[config.mk]
export PLATFORM = sky130hd
export DESIGN_NAME = mem_stage_dcache_flat
export DESIGN_NICKNAME = d
export VERILOG_FILES = /design/src/rtl/mem_stage_dcache_if.sv /design/src/rtl/mem_stage_dcache.sv /design/src/flat_wrapper.sv
export SDC_FILE = /design/constraint.sdc
export NUM_CORES = 1
export LEC_CHECK = 0
export BUFFER_PORTS_ARGS = -buffer_cell sky130_fd_sc_hd__buf_4
export CORE_MARGIN = 4
export CORE_UTILIZATION = 45
export DETAILED_ROUTE_END_ITERATION = 10
export GPL_ROUTABILITY_DRIVEN = 0
export SYNTH_ARGS = -nofsm -noshare
export SYNTH_HDL_FRONTEND = slang
export SYNTH_SLANG_ARGS = --single-unit
[constraint.sdc]
create_clock -name clock -period 8.53 [get_ports clock]
set_clock_uncertainty 0.05 [all_clocks]
set_input_delay 1.2795 -clock clock [delete_from_list [all_inputs] [get_ports clock]]
set_output_delay 1.2795 -clock clock [all_outputs]
set_load 0.01 [all_outputs]
[src/rtl/mem_stage_dcache_if.sv]
// Main-memory request/ready bus between the MEM-stage data cache and memory.
interface mem_stage_dcache_if;
  logic        mem_req;
  logic        mem_we;
  logic [31:0] mem_addr;
  logic [31:0] mem_wdata;
  logic        mem_ready;
  logic [31:0] mem_rdata;

  // Cache side: issues requests, receives completion and read data.
  modport master (
    output mem_req, mem_we, mem_addr, mem_wdata,
    input  mem_ready, mem_rdata
  );

  // Memory side: accepts requests, signals completion.
  modport slave (
    input  mem_req, mem_we, mem_addr, mem_wdata,
    output mem_ready, mem_rdata
  );
endinterface

[src/rtl/mem_stage_dcache.sv]
// Direct-mapped, write-through, no-write-allocate data cache for the MEM stage.
// One-word lines, zero-cycle read hits, stall during refill or write-through.
module mem_stage_dcache #(
  parameter int unsigned INDEX_BITS    = 4,
  parameter int unsigned MISS_CNT_BITS = 16
) (
  input  logic                     clock,
  input  logic                     resetn,
  input  logic [31:0]              address,
  input  logic [31:0]              writeData,
  input  logic                     MemRead,
  input  logic                     MemWrite,
  output logic [31:0]              readData,
  output logic                     hit,
  output logic                     stall,
  mem_stage_dcache_if.master       memBus,
  output logic [MISS_CNT_BITS-1:0] miss_count
);

  localparam int unsigned LINES    = 1 << INDEX_BITS;
  localparam int unsigned TAG_BITS = 30 - INDEX_BITS;
  localparam logic [MISS_CNT_BITS-1:0] CNT_ONE = MISS_CNT_BITS'(1);

  typedef enum logic [1:0] {IDLE, RD_MISS, WR_THRU} state_t;

  state_t state, stateNext;

  logic [LINES-1:0]    validQ;
  logic [TAG_BITS-1:0] tagStore  [LINES];
  logic [31:0]         dataStore [LINES];

  logic [INDEX_BITS-1:0] index, fillIndex;
  logic [TAG_BITS-1:0]   tag, fillTag;
  logic                  lookupHit;
  logic                  idleWrite, idleReadMiss, fillNow;
  logic                  unusedAddrBits;

  assign index     = address[INDEX_BITS+1:2];
  assign tag       = address[31:INDEX_BITS+2];
  // Refill targets the line named by the registered request address, since
  // the CPU-side inputs are not sampled while the refill is outstanding.
  assign fillIndex = memBus.mem_addr[INDEX_BITS+1:2];
  assign fillTag   = memBus.mem_addr[31:INDEX_BITS+2];
  assign lookupHit = validQ[index] && (tagStore[index] == tag);

  assign idleWrite    = (state == IDLE) && MemWrite;
  assign idleReadMiss = (state == IDLE) && MemRead && !MemWrite && !lookupHit;
  assign fillNow      = (state == RD_MISS) && memBus.mem_ready;

  assign unusedAddrBits = ^{address[1:0], memBus.mem_addr[1:0]};

  // State register.
  always_ff @(posedge clock) begin
    if (!resetn) state <= IDLE;
    else         state <= stateNext;
  end

  // Next-state: writes take priority over reads in IDLE.
  always_comb begin
    stateNext = state;
    case (state)
      IDLE: begin
        if (MemWrite)                  stateNext = WR_THRU;
        else if (MemRead && !lookupHit) stateNext = RD_MISS;
      end
      RD_MISS: if (memBus.mem_ready) stateNext = IDLE;
      WR_THRU: if (memBus.mem_ready) stateNext = IDLE;
      default: stateNext = IDLE;
    endcase
  end

  // Pipeline-facing outputs; forced quiet while reset is asserted.
  always_comb begin
    hit      = 1'b0;
    stall    = 1'b0;
    readData = '0;
    if (resetn) begin
      case (state)
        IDLE: begin
          if (MemWrite) begin
            stall = 1'b1;
          end else if (MemRead) begin
            if (lookupHit) begin
              hit      = 1'b1;
              readData = dataStore[index];
            end else begin
              stall = 1'b1;
            end
          end
        end
        default: stall = 1'b1;
      endcase
    end
  end

  // Registered memory request; address and data hold until the next request.
  always_ff @(posedge clock) begin
    if (!resetn) begin
      memBus.mem_req   <= 1'b0;
      memBus.mem_we    <= 1'b0;
      memBus.mem_addr  <= '0;
      memBus.mem_wdata <= '0;
    end else begin
      case (state)
        IDLE: begin
          if (MemWrite) begin
            memBus.mem_req   <= 1'b1;
            memBus.mem_we    <= 1'b1;
            memBus.mem_addr  <= {address[31:2], 2'b00};
            memBus.mem_wdata <= writeData;
          end else if (MemRead && !lookupHit) begin
            memBus.mem_req  <= 1'b1;
            memBus.mem_we   <= 1'b0;
            memBus.mem_addr <= {address[31:2], 2'b00};
          end
        end
        RD_MISS: if (memBus.mem_ready) memBus.mem_req <= 1'b0;
        WR_THRU: begin
          if (memBus.mem_ready) begin
            memBus.mem_req <= 1'b0;
            memBus.mem_we  <= 1'b0;
          end
        end
        default: ;
      endcase
    end
  end

  // Saturating read-miss counter.
  always_ff @(posedge clock) begin
    if (!resetn)                           miss_count <= '0;
    else if (idleReadMiss && miss_count != '1) miss_count <= miss_count + CNT_ONE;
  end

  // Valid bits: cleared by reset, set by a completed refill.
  always_ff @(posedge clock) begin
    if (!resetn)      validQ <= '0;
    else if (fillNow) validQ[fillIndex] <= 1'b1;
  end

  // Tag/data arrays: refill overwrites unconditionally; write hits update data.
  always_ff @(posedge clock) begin
    if (resetn) begin
      if (fillNow) begin
        tagStore[fillIndex]  <= fillTag;
        dataStore[fillIndex] <= memBus.mem_rdata;
      end else if (idleWrite && lookupHit) begin
        dataStore[index] <= writeData;
      end
    end
  end

endmodule

[src/flat_wrapper.sv]
// flat-port wrapper written by rule: the top's interface ports become plain ports
module mem_stage_dcache_flat 
#(
  parameter int unsigned INDEX_BITS    = 4,
  parameter int unsigned MISS_CNT_BITS = 16
)
  (clock, resetn, address, writeData, MemRead, MemWrite, readData, hit, stall, miss_count, memBus_mem_req, memBus_mem_we, memBus_mem_addr, memBus_mem_wdata, memBus_mem_ready, memBus_mem_rdata);
  mem_stage_dcache_if memBus_i ();
  input  logic clock;
  input  logic resetn;
  input  logic [31:0] address;
  input  logic [31:0] writeData;
  input  logic MemRead;
  input  logic MemWrite;
  output logic [31:0] readData;
  output logic hit;
  output logic stall;
  output logic [MISS_CNT_BITS-1:0] miss_count;
  output wire logic [$bits(memBus_i.mem_req)-1:0] memBus_mem_req;
  output wire logic [$bits(memBus_i.mem_we)-1:0] memBus_mem_we;
  output wire logic [$bits(memBus_i.mem_addr)-1:0] memBus_mem_addr;
  output wire logic [$bits(memBus_i.mem_wdata)-1:0] memBus_mem_wdata;
  input wire logic [$bits(memBus_i.mem_ready)-1:0] memBus_mem_ready;
  input wire logic [$bits(memBus_i.mem_rdata)-1:0] memBus_mem_rdata;
  assign memBus_mem_req = memBus_i.mem_req;
  assign memBus_mem_we = memBus_i.mem_we;
  assign memBus_mem_addr = memBus_i.mem_addr;
  assign memBus_mem_wdata = memBus_i.mem_wdata;
  assign memBus_i.mem_ready = memBus_mem_ready;
  assign memBus_i.mem_rdata = memBus_mem_rdata;
  mem_stage_dcache #(.INDEX_BITS(INDEX_BITS), .MISS_CNT_BITS(MISS_CNT_BITS)) u_core (.clock(clock), .resetn(resetn), .address(address), .writeData(writeData), .MemRead(MemRead), .MemWrite(MemWrite), .readData(readData), .hit(hit), .stall(stall), .memBus(memBus_i), .miss_count(miss_count));
endmodule
==> flow_summary_export.csv <==
group,metric,value,unit
final_layout,fin_nets,2472,
grt,use_met3,0.03331,
setup_path,startpoint,"address[4]",
final_layout,regArea,29830,um^2
placement,dp_cells,3436,
yosys,synthFlopType,"edfxtp_1",
timing,hold_viol,0,
route,viasPerCell,5.773,
clock_tree,holdBufCountCts,0,
grt,met1_usage,0.2686,
pwr,total_power,10.73,mW
clock_tree,cts_tree,"yes",
yosys,ys_seq_elements,1026,
yosys,synth_cells,2116,
grt,grt_use_total,0.2048,
clock_tree,clock_latency,680,ps
timing,maxSlewHeadroom,0.2568,
final_layout,multiInputGateArea,10580,um^2
clock_tree,post_cts_buffers,0,
setup_path,cp_max_fo,74,
placement,io_buffers,212,
timing,setup_viol,0,
hold_path,hold_path_class,"reg2reg",
hold_path,hp-start,"u_core.validQ[7]$_SDFFE_PN0P_",
route,drt_drc_violations_left,0,
grt,overflow,0,
clock_tree,cts_root_buf,"clkbuf_16",
floorplanning,start_util,0.4542,
placement,placed_area,44000,um^2
setup_path,critPathKind,"in2out",
floorplanning,num_rows,110,
grt,grt_pass1_vias,21999,
grt,grt_antenna_before_repair,6,
placement,dp_hpwl,53010,um
floorplanning,die_area,95740,um^2
yosys,ys_types,74,
placement,preCtsSetupSlack,1703,ps
flow_run,drv_cap,0,
clock_tree,numCtsBuffers,105,
floorplanning,die_h,309.4,um
route,drt-initial-drc-count,1831,
clock_tree,clock-sinks,1026,
setup_path,cp-end-kind,"output port",
yosys,synth_edf_count,928,
clock_tree,htree_levels,3,
pwr,p_per_area,226.4,nW/um^2
route,via_count,20991,
final_layout,final_cell_area,47420,um^2
final_layout,drive_gt1_frac,0.3062,
floorplanning,die_w,309.4,um
timing,worstMarginPinSlew,1101,ps
yosys,yosys_warnings,0,
pwr,p_leak,16.14,nW
grt,grt_pass1_wl,143500,um
floorplanning,coreArea,90010,um^2
yosys,syn_area,40880,um^2
setup_path,critPathLaunchType,"input pin",
route,ant_nets,0,
grt,grt_busiest_layer,"met2",
timing,fin_crit_sh,0.7819,
setup_path,required,7200,ps
timing,rsz0062_at_grt,"no",
outcome,outcome,"completed",
grt,grt_max_degree,84,
yosys,synth_area_per_cell,19.32,um^2
final_layout,mostFrequentLayoutCell,"edfxtp_1",
final_layout,final_cell_mix,"edfxtp_1, buf_4, mux4_2",
floorplanning,pin_count,217,
timing,setup_tns,0,ps
timing,fmax,149.9,MHz
clock_tree,clock_tree.buffer_depth,3,
final_layout,syn2layout_area_growth,15.99,%
yosys,async_flop_share,0,
timing,worst_slack,1860,ps
setup_path,reg2reg_from,"u_core.tagStore[7][17]$_DFFE_PP_",
setup_path,worst_ep_arrival_time,5340,ps
timing,drv_slew,0,
pwr,max-vdd-ir-drop,0.0001635,V
final_layout,final_cells,3636,
route,drtPass1Iterations,5,
grt,grtUsageMet2,0.3584,
route,drt-total-wl,98210,um
final_layout,n_fill_cell,7150,
clock_tree,cts_resized,0,
route,routedWlPerCell,27.01,um
clock_tree,clk_pin_slew,60,ps
yosys,synth-seq-area-share,0.7296,
timing,fin_crit,6670,ps
## synthesized netlist by cell type, types with 9 or more instances
master,number,share of area
edfxtp_1,928,0.68
mux4_2,253,0.14
nand2_1,204,0.019
mux2i_1,104,0.025
dfxtp_1,98,0.048
clkbuf_1,62,0.0057
a21oi_1,45,0.0055
mux2_2,43,0.012
nor2b_1,40,0.0061
buf_2,31,0.0038
inv_1,27,0.0025
nand3_1,24,0.0029
nor2_1,22,0.0020
nand2b_1,15,0.0023
xnor2_1,15,0.0032
o31ai_1,14,0.0026
buf_4,13,0.0024
xor2_1,13,0.0028
buf_6,10,0.0028
nor3_1,10,0.0012
nand4_1,9,0.0014
nor4_1,9,0.0014
o21ai_0,9,0.0011
## critical path, cell delays in order
cell and delay, ps:
buf_8 540, buf_12 450, mux4_2 380, mux2i_1 190, a211oi_1 530, o211ai_1 180
nor4_1 340, nand4_1 150, nor4_1 210, buf_4 200, nand3_2 80, buf_4 280
nor2b_1 230, buf_4 150
## worst paths after layout
path	end	slack [ps]	cells after the start
max	readData[2]	1860	14
min	u_core.validQ[7]$_SDFFE_PN0P_	400	2
max reg2reg	u_core.dataStore[0][5]$_DFFE_PP_	3620	9
min reg2reg	u_core.validQ[7]$_SDFFE_PN0P_	400	2
## area by class of cell
cell class,instances,share of cell area
Sequential cell,1026,0.6290
Antenna cell,4,0.0002111
Timing Repair Buffer,265,0.04261
Clock buffer,146,0.06077
Tap cell,1176,0.03103
Clock inverter,50,0.01084
Multi-Input combinational cell,939,0.2231
Inverter,30,0.002427
## metrics by stage
stage	hold slack (ps)	util
after floorplan	368.0	-
after global placement	379.1	0.4889
after detailed placement	383.4	0.4889
after CTS	393.0	0.5266
after global routing	418.5	0.5267
final	395.4	0.5268
## metal layers
| metal | share of wire | routed length (um) |
|---|---|---|
| met5 | 0.00035 | 34 |
| met4 | 0.023 | 2289 |
| met3 | 0.056 | 5544 |
| met2 | 0.51 | 50410 |
| met1 | 0.41 | 39940 |
## kinds of logic (layout without fill, tap and decap cells)
family | Yosys count | after routing | share of synthesized area
DFF | 1026 | 1026 | 0.7296
muxes | 404 | 404 | 0.1781
and+or+nand+nor | 368 | 368 | 0.04306
buffers and inverters | 152 | 491 | 0.01793
AOI/OAI and AO/OA | 133 | 133 | 0.02393
xor gates and xnor gates | 28 | 28 | 0.005999
adders and majority gates | 4 | 4 | 0.001224
other | 1 | 6 | 0.00009173
## power by group
group	switching, mW	total (mW)	internal [mW]
logic	0.349	0.626	0.277
clock network	1.90	4.49	2.59
registers	0.0722	5.62	5.55
## registers in the layout (all words and copies together) (netlist names)
register                 cells
u_core.memBus.mem_wdata     32
u_core.memBus.mem_addr      30
u_core.dataStore           512
u_core.miss_count           16
u_core.tagStore            416
u_core.validQ               16
u_core.memBus.mem_req        1
u_core.memBus.mem_we         1
u_core.state                 2
Power figures use the tool's default switching activity.
